--- config.mk ---
export PLATFORM = sky130hd
export DESIGN_NAME = color_event_filter
export DESIGN_NICKNAME = d
export VERILOG_FILES = /design/src/rtl/color_pkg.sv /design/src/rtl/color_run_counter.sv /design/src/rtl/color_event_filter.sv
export SDC_FILE = /design/constraint.sdc
export NUM_CORES = 1
export LEC_CHECK = 0
export ABC_CLOCK_PERIOD_IN_PS = 5600
export BUFFER_PORTS_ARGS = -buffer_cell sky130_fd_sc_hd__buf_4
export CAP_MARGIN = 20
export CORE_MARGIN = 3
export CORE_UTILIZATION = 50
export CTS_CLUSTER_SIZE = 40
export DETAILED_ROUTE_END_ITERATION = 8
export PLACE_DENSITY_LB_ADDON = 0.15
export SYNTH_ARGS = -nofsm -noshare
export SYNTH_HDL_FRONTEND = slang
export SYNTH_SLANG_ARGS = --single-unit
--- constraint.sdc ---
create_clock -name clk -period 5.6 [get_ports clk]
set_clock_uncertainty 0.1 [all_clocks]
set_input_delay 1.12 -clock clk [delete_from_list [all_inputs] [get_ports clk]]
set_output_delay 1.12 -clock clk [all_outputs]
set_load 0.02 [all_outputs]
--- src/rtl/color_pkg.sv ---
// Shared colour codes and helpers for the colour event path.
// Exports COLOR_W, color_t, COLOR_NONE..COLOR_CLEAR and is_valid_color().
package color_pkg;

    localparam int COLOR_W = 3;

    typedef logic [COLOR_W-1:0] color_t;

    localparam color_t COLOR_NONE  = 3'd0;
    localparam color_t COLOR_RED   = 3'd1;
    localparam color_t COLOR_GREEN = 3'd2;
    localparam color_t COLOR_BLUE  = 3'd3;
    localparam color_t COLOR_CLEAR = 3'd4;

    function automatic logic is_valid_color(input color_t c);
        return (c <= COLOR_CLEAR);
    endfunction

endpackage

--- src/rtl/color_run_counter.sv ---
// Candidate/run tracking for raw colour readings; emits a one-cycle commit.
// Ports: clk, rst (sync, active-low), code_i/valid_i reading strobe,
//   force_i (force NONE), stable_i, commit_o, commit_color_o.
module color_run_counter
    import color_pkg::*;
#(
    parameter int STABLE_COUNT = 3
) (
    input  logic   clk,
    input  logic   rst,
    input  color_t code_i,
    input  logic   valid_i,
    input  logic   force_i,
    input  color_t stable_i,
    output logic   commit_o,
    output color_t commit_color_o
);

    localparam logic [3:0] RUN_MAX = 4'(STABLE_COUNT);

    color_t     cand_q, cand_d;
    logic [3:0] run_q, run_d;
    color_t     code_s;
    logic       same;

    assign code_s = is_valid_color(code_i) ? code_i : COLOR_NONE;
    assign same   = (code_s == cand_q);

    always_comb begin
        cand_d   = cand_q;
        run_d    = run_q;
        commit_o = 1'b0;
        if (valid_i) begin
            if (same) begin
                run_d = (run_q == RUN_MAX) ? run_q : run_q + 4'd1;
            end else begin
                cand_d = code_s;
                run_d  = 4'd1;
            end
            // Commit only on the strobe that brings the run to threshold.
            commit_o = (run_d == RUN_MAX) && (run_q != RUN_MAX || !same)
                       && (cand_d != stable_i);
        end else if (force_i) begin
            cand_d   = COLOR_NONE;
            run_d    = RUN_MAX;
            commit_o = (stable_i != COLOR_NONE);
        end
    end

    assign commit_color_o = cand_d;

    always_ff @(posedge clk) begin
        if (!rst) begin
            cand_q <= COLOR_NONE;
            run_q  <= 4'd0;
        end else begin
            cand_q <= cand_d;
            run_q  <= run_d;
        end
    end

endmodule

--- src/rtl/color_event_filter.sv ---
// Debounced colour-change events with a one-deep skid buffer and sticky overflow.
// Ports: clk, rst (sync, active-low), color_in/color_in_valid, evt_valid/evt_color/evt_ready,
//   stable_color, overflow, ovf_clr. Optional idle timeout under COLOR_TIMEOUT_EN.
module color_event_filter
    import color_pkg::*;
#(
    parameter int STABLE_COUNT   = 3,
    parameter bit EMIT_NONE      = 1'b0,
    parameter int TIMEOUT_CYCLES = 50_000_000
) (
    input  logic   clk,
    input  logic   rst,
    input  color_t color_in,
    input  logic   color_in_valid,
    output logic   evt_valid,
    output color_t evt_color,
    input  logic   evt_ready,
    output color_t stable_color,
    output logic   overflow,
    input  logic   ovf_clr
);

    if (STABLE_COUNT < 1 || STABLE_COUNT > 15 || TIMEOUT_CYCLES < 1) begin : g_bad_param
        $error("color_event_filter: illegal parameter value");
    end

    color_t stable_q, stable_d;
    logic   slot_v_q, slot_v_d;
    color_t slot_c_q, slot_c_d;
    logic   buf_v_q, buf_v_d;
    color_t buf_c_q, buf_c_d;
    logic   ovf_q, ovf_set;
    logic   commit, new_evt, timeout;
    color_t commit_color;

`ifdef COLOR_TIMEOUT_EN
    localparam int TW = $clog2(TIMEOUT_CYCLES + 1);
    localparam logic [TW-1:0] TLAST = TW'(TIMEOUT_CYCLES - 1);
    localparam logic [TW-1:0] TMAX  = TW'(TIMEOUT_CYCLES);

    logic [TW-1:0] idle_q;

    // Fires once as the idle count reaches the limit; a strobe that cycle wins.
    assign timeout = !color_in_valid && (idle_q == TLAST);

    always_ff @(posedge clk) begin
        if (!rst) begin
            idle_q <= '0;
        end else if (color_in_valid) begin
            idle_q <= '0;
        end else if (idle_q != TMAX) begin
            idle_q <= idle_q + 1'b1;
        end
    end
`else
    assign timeout = 1'b0;
`endif

    color_run_counter #(
        .STABLE_COUNT (STABLE_COUNT)
    ) u_run (
        .clk            (clk),
        .rst            (rst),
        .code_i         (color_in),
        .valid_i        (color_in_valid),
        .force_i        (timeout),
        .stable_i       (stable_q),
        .commit_o       (commit),
        .commit_color_o (commit_color)
    );

    assign new_evt  = commit && (EMIT_NONE || commit_color != COLOR_NONE);
    assign stable_d = commit ? commit_color : stable_q;

    always_comb begin
        slot_v_d = slot_v_q;
        slot_c_d = slot_c_q;
        buf_v_d  = buf_v_q;
        buf_c_d  = buf_c_q;
        ovf_set  = 1'b0;
        if (!slot_v_q || evt_ready) begin
            if (buf_v_q) begin
                slot_v_d = 1'b1;
                slot_c_d = buf_c_q;
                buf_v_d  = new_evt;
                if (new_evt) buf_c_d = commit_color;
            end else begin
                slot_v_d = new_evt;
                if (new_evt) slot_c_d = commit_color;
            end
        end else if (new_evt) begin
            // Slot stalled: latest event wins the buffer.
            ovf_set = buf_v_q;
            buf_v_d = 1'b1;
            buf_c_d = commit_color;
        end
    end

    always_ff @(posedge clk) begin
        if (!rst) begin
            stable_q <= COLOR_NONE;
            slot_v_q <= 1'b0;
            slot_c_q <= COLOR_NONE;
            buf_v_q  <= 1'b0;
            buf_c_q  <= COLOR_NONE;
            ovf_q    <= 1'b0;
        end else begin
            stable_q <= stable_d;
            slot_v_q <= slot_v_d;
            slot_c_q <= slot_c_d;
            buf_v_q  <= buf_v_d;
            buf_c_q  <= buf_c_d;
            ovf_q    <= ovf_set || (ovf_q && !ovf_clr);
        end
    end

    assign evt_valid    = slot_v_q;
    assign evt_color    = slot_c_q;
    assign stable_color = stable_q;
    assign overflow     = ovf_q;

endmodule

# Yosys cells after proc, flatten, opt, wreduce, memory -nomap -nowiden

Index checks and enable logic that the tools add are counted.

Add/sub/neg operators: 1
$lt $le $gt $ge: 1
Reduce and logical (&&, ||, !) cells: 14
Muxes and demuxes: 19
Eq/ne operators: 6

Operator list:

| operator            | number |
|---|---|
| $mux 3              | 9 |
| $mux 4              | 3 |
| $eq 4x2->1 const B  | 2 |
| $mux 1              | 7 |
| $add 4x1->4 const B | 1 |
| $logic_and 1x1->1   | 4 |
| $ne 4x2->1 const B  | 1 |
| $reduce_bool 2->1   | 2 |
| $eq 3x3->1          | 1 |
| $le 3x3->1 const B  | 1 |
| $logic_not 1->1     | 3 |
| $logic_or 1x1->1    | 3 |
| $ne 3x3->1          | 1 |
| $reduce_bool 3->1   | 1 |
| $ne 2x2->1 const B  | 1 |
| $reduce_and 2->1    | 1 |

Output and inout port bits: 8
Bits of input ports: 8
Bits in registers: 19

# Logic depth before layout (Yosys ltp)

Depth after elaboration: 13
Mapped depth: 7
Depth with buffers taken out: 6

# Hierarchy

A second synthesis with hierarchy kept.

Cells, all modules: 131
Area total of the unflattened synthesis: 1,113.6 sq um

By module, submodules not included:

| module             | seq. area each (sq um) | cells each | area each (sq um) | times used |
|---|---|---|---|---|
| color_event_filter | 240.2                  | 69         | 580.6             | 1 |
| color_run_counter  | 140.1                  | 62         | 533.0             | 1 |

# Worst setup path after synthesis

Ideal clock, no wire load.

Path kind: input-to-reg
From: input port color_in[1]
To: register slot_c_q[0] (netlist: evt_color[0])
Path buffers: 1
Cell stages on the path: 7
Arrival: 2,417 ps
Slack: 2,966 ps
Cell sequence: xor2_1 -> or4_4 -> nand3_2 -> and4_4 -> buf_6 -> mux2i_1 -> o21ai_1

Longest elaborated chain between the ends: 12
Elaborated cells between the ends (all ways): 21
Those cells by class: 1 x order compare; 3 x eq/ne; 9 x mux; 8 x reduce/logical

RTL lines:

| item                               | line                      | RTL |
|---|---|---|
| start: declaration                 | color_event_filter.sv:13  | `input color_t color_in,` |
| $le 3x3->1                         | color_pkg.sv:16           | `return (c <= COLOR_CLEAR);` |
| $mux 3 *                           | color_run_counter.sv:26   | `assign code_s = is_valid_color(code_i) ? code_i : COLOR_NONE;` |
| $eq 3x3->1                         | color_run_counter.sv:27   | `assign same = (code_s == cand_q);` |
| $mux 4                             | color_run_counter.sv:34   | `if (same) begin` |
| $mux 4                             | color_run_counter.sv:33   | `if (valid_i) begin` |
| $eq 4x2->1                         | color_run_counter.sv:41   | `commit_o = (run_d == RUN_MAX) && (run_q != RUN_MAX \|\| !same)` |
| $logic_and 1x1->1                  | color_run_counter.sv:41   |  |
| $logic_and 1x1->1                  | color_run_counter.sv:42   | `&& (cand_d != stable_i);` |
| $mux 1                             | color_run_counter.sv:33   |  |
| $logic_and 1x1->1                  | color_event_filter.sv:72  | `assign new_evt = commit && (EMIT_NONE \|\| commit_color != COLOR_NONE);` |
| $reduce_bool 2->1 (no source line) | --                        |  |
| $reduce_and 2->1 (no source line)  | --                        |  |
| end signal: assignment             | color_event_filter.sv:110 | `slot_c_q <= slot_c_d;` |
| end: declaration                   | color_event_filter.sv:29  | `color_t slot_c_q, slot_c_d;` |

Every way passes the cells marked *; elsewhere a longest branch is shown, timed or not. The select of a mux whose other input is x is not followed.
A chain may end at the register's enable or synchronous reset.

# Final worst setup path

From: input port color_in[1]
To: register stable_q[2] (netlist: stable_color[2])

Longest elaborated chain between the ends: 9
Elaborated cells between the ends (all ways): 15
Those cells by class: 1 x order compare; 3 x eq/ne; 7 x mux; 4 x reduce/logical

RTL lines:

| item                   | line                      | RTL |
|---|---|---|
| $le 3x3->1             | color_pkg.sv:16           |  |
| $mux 3 *               | color_run_counter.sv:26   |  |
| $eq 3x3->1             | color_run_counter.sv:27   |  |
| $mux 4                 | color_run_counter.sv:34   |  |
| $mux 4                 | color_run_counter.sv:33   |  |
| $eq 4x2->1             | color_run_counter.sv:41   |  |
| $logic_and 1x1->1      | color_run_counter.sv:41   |  |
| $logic_and 1x1->1      | color_run_counter.sv:42   |  |
| $mux 1                 | color_run_counter.sv:33   |  |
| end signal: assignment | color_event_filter.sv:108 | `stable_q <= stable_d;` |
| end: declaration       | color_event_filter.sv:27  | `color_t stable_q, stable_d;` |

Marked as above.

==> out/results.tsv <==
stage	metric	value	unit
final_layout	n_diodes	0	
placed_design	gpl congestion	0.765	
synth	post-synthesis register bit count	19	
critical_path	kind of launch point of the worst setup path	input pin	
pwr	Sequential Power Share	58.6	%
drt	antenna viol nets, final	0	
global_routing	number of global-route vias before repair	787	
global_routing	global route total overflow	0	
pwr	switching pwr	57.9	uW
global_routing	largest net degree at the start of global routing	21	
floorplan	Die Height	51.8	um
drt	drt initial violations	19	
critical_path	critical path class	input pin to flip-flop	
synth	mapped cell area	0.00105	sq mm
floorplan	FP Rows	15	
final_layout	leading cell type in the layout, fill and taps excluded	dfxtp_1	
drt	Wirelength per Cell	12.3	um
synth	Post-Syn Nets	131	
pwr	Static Leakage	0.000497	uW
synth	post-synth top area cell	dfxtp_1	
synth	Synth Area in Simple Gates	33.9	%
synth	register area share after synthesis	36.2	%
final_layout	Nets	144	
synth	Post-synth EDFFs	0	
synth	Unique masters post-synth	41	
clocking	CTS tree	built	
drt	post-DR vias/cell	5.47	
synth	Yosys warnings	0	
final_layout	fillers	164	
floorplan	core area	0.00186	sq mm
pwr	Int Pwr	180	uW
synth	xor/xnor cell area share of the yosys netlist	4.17	%
synth	mux cell area share after synthesis	6.79	%
job	max_cap viols	0	
pwr	total power draw	238	uW
clocking	htree depth	1	
drt	Pre-Repair DR Iteration Count	4	
pwr	Pwr Density	200	mW/mm^2
floorplan	Die ar.	0.00269	sq mm
pwr	clock power share	28.4	%
clocking	# resized after CTS	0	
synth	ys flop type	dfxtp_1	
floorplan	I/O pin cnt	16	
final_layout	register area	380	sq um
final_layout	Area growth syn-to-layout	12.9	%
placed_design	DP Cell Count	155	
timing	setup_tns	0	ns
clocking	Worst-Skew Late Latency	0.29	ns
drt	vias	869	
critical_path	cells along the critical path	buf_4 > xor2_1 > or4_4 > nand3_2 > and3_1 > mux2i_1 > nor2b_1	
clocking	Root Buffer	clkbuf_4	
drt	final wirelength	1950	um
timing	final period utilization	45.1	%
global_routing	GRT Overall Usage	16.8	%
pwr	Sw Ratio	24.4	%
critical_path	Required @ worst endpoint	5.70	ns
timing	final hold violation count	0	
final_layout	most frequent cells in the layout	dfxtp_1 (19), nand2_1 (15), buf_4 (15), nor2b_1 (9), o21ai_0 (7)	
timing	Slew Viols, Final	0	
placed_design	DP Wirelength	1470	um
clocking	Post-CTS Setup Bufs	0	
critical_path	CP top delay family	simple AND/OR/NAND/NOR gates	
timing	Period minus WS final	2.52	ns
critical_path	critical path peak fanout	6	
clocking	Inserted Clock Buffers	3	
clocking	Bufs on Longest Clock Path	2	
clocking	Post-CTS Hold Buffers	0	
critical_path	Slowest-stage cell, CP	or4_4	
final_layout	Cell Count, Final, Fillers Out	159	
critical_path	critical path arrival	2.62	ns
global_routing	initial antenna violation count	0	
synth	FFs w/ async S/R, synth	0	%
timing	Worst Max-Slew Pin Slew	0.703	ns
placed_design	Port Buffers	15	
synth	Yosys top cell area share	36.2	%
hold_path	Min-Delay Path Class	flip-flop to flip-flop	
clocking	clock sinks	19	
synth	fraction of the mapped netlist area in compound gates	14.0	%
synth	Post-Syn Area per Cell	8.61	sq um
synth	Area contributors post-synth	dfxtp_1 (36%), mux2i_1 (5.7%), nand2_1 (5.4%)	
timing	relative slew slack	53.1	%
pwr	Peak VDD IR	128	uV
timing	WHS	0.373	ns
final_layout	Multi-input gate area	632	sq um
critical_path	Crit path buffers/inverters	1	
timing	Peak Freq	396	MHz
pwr	Comb power frac	13.0	%
critical_path	max incr delay on CP	0.48	ns
floorplan	Starting Density	56.6	%
status	status	complete, no violations	
drt	drt drc	0	
synth	adder-cell share of the synthesized area	1.19	%
final_layout	layout cells sized above 1	18.7	%
synth	main combinational cell family by area after synthesis	simple AND/OR/NAND/NOR gates	
synth	Syn Inst Count	122	
global_routing	first-pass GRT wire length	3400	um
critical_path	CP endpoint kind	flip-flop	
timing	Final Setup Violations	0	
floorplan	Die Wd	51.8	um
timing	RSZ-0062 raised after global routing	false	
clocking	Clock transition at path regs	0.10	ns
[state kept, by name, indices dropped and copies added, names as in the netlist]
register,cells
buf_c_q,3
buf_v_q,1
evt_color,3
overflow,1
stable_color,3
u_run.run_q,4
evt_valid,1
u_run.cand_q,3
[metrics by stage]
stage	utilization, %	worst slack [ns]	area (sq um)
global route	63.8	2.97	1190
CTS	63.8	3.09	1190
floorplan	-	2.97	1050
finish	63.8	3.08	1190
global placement	62.4	2.80	1160
detailed placement	62.4	2.75	1160
[final timing paths]
path                                    start  cells after the start  slack, ns                      endpoint
setup / recovery                  color_in[1]                      7       3.08  stable_color[2]$_SDFFE_PN0P_
hold / removal            overflow$_SDFF_PN0_                      2       0.37           overflow$_SDFF_PN0_
setup reg to reg  u_run.run_q[0]$_SDFFE_PN0P_                      6       3.32  stable_color[2]$_SDFFE_PN0P_
hold reg to reg           overflow$_SDFF_PN0_                      2       0.37           overflow$_SDFF_PN0_
[final cells by class]
class / count / share of cell area [%]
Inverter: 1 / 0.316
Tap cell: 25 / 2.64
Timing Repair Buffer: 15 / 9.49
Clock buffer: 4 / 2.22
Sequential cell: 19 / 32.1
Multi-Input combinational cell: 95 / 53.3
[power groups by stage]
stage	registers [uW]	clock network, uW	logic, uW
final	139	67.5	30.8
after CTS	139	72.2	30.8
after global placement	142	0	29.6
after detailed placement	142	0	30.7
after global routing	140	77.6	34.4
after floorplan	142	0	20.7
[per-layer routing]
| layer | track usage, % | up-vias | share of wire, % |
|---|---|---|---|
| met5 | 0 | - | 0 |
| li1 | - | 452 | - |
| met3 | 5.16 | 3 | 4.0 |
| met1 | 21.6 | 396 | 48 |
| met2 | 27.2 | 18 | 47 |
| met4 | 3.93 | 0 | 0.72 |
[worst min-delay path: cells and delay by family, from the launching register on]
family,cells,cell delay (ns)
flip-flops,1,0.32
AO/OA/AOI/OAI,1,0.05
AND/OR/NAND/NOR,1,0.06
[cell usage after synthesis (3+ instances only)]
cell type / n
a21boi_1: 3
nand2b_1: 3
nor2b_1: 9
xor2_1: 4
mux2i_1: 6
and3_1: 3
and2_1: 3
clkbuf_1: 5
nand2_1: 15
nor2_1: 5
o211a_1: 3
o21ai_0: 7
dfxtp_1: 19
nand3_1: 6
[logic make-up (layout without fill, tap and decap cells)]
| group | Yosys count | in the layout |
|---|---|---|
| flip-flops | 19 | 19 |
| multiplexers | 7 | 7 |
| AO/OA/AOI/OAI | 22 | 22 |
| XOR/XNOR | 5 | 5 |
| adder cells (fa/ha/maj) | 1 | 1 |
| buffers and inverters | 8 | 20 |
| AND/OR/NAND/NOR | 60 | 60 |
No activity file was read; power rests on OpenSTA's default activity.
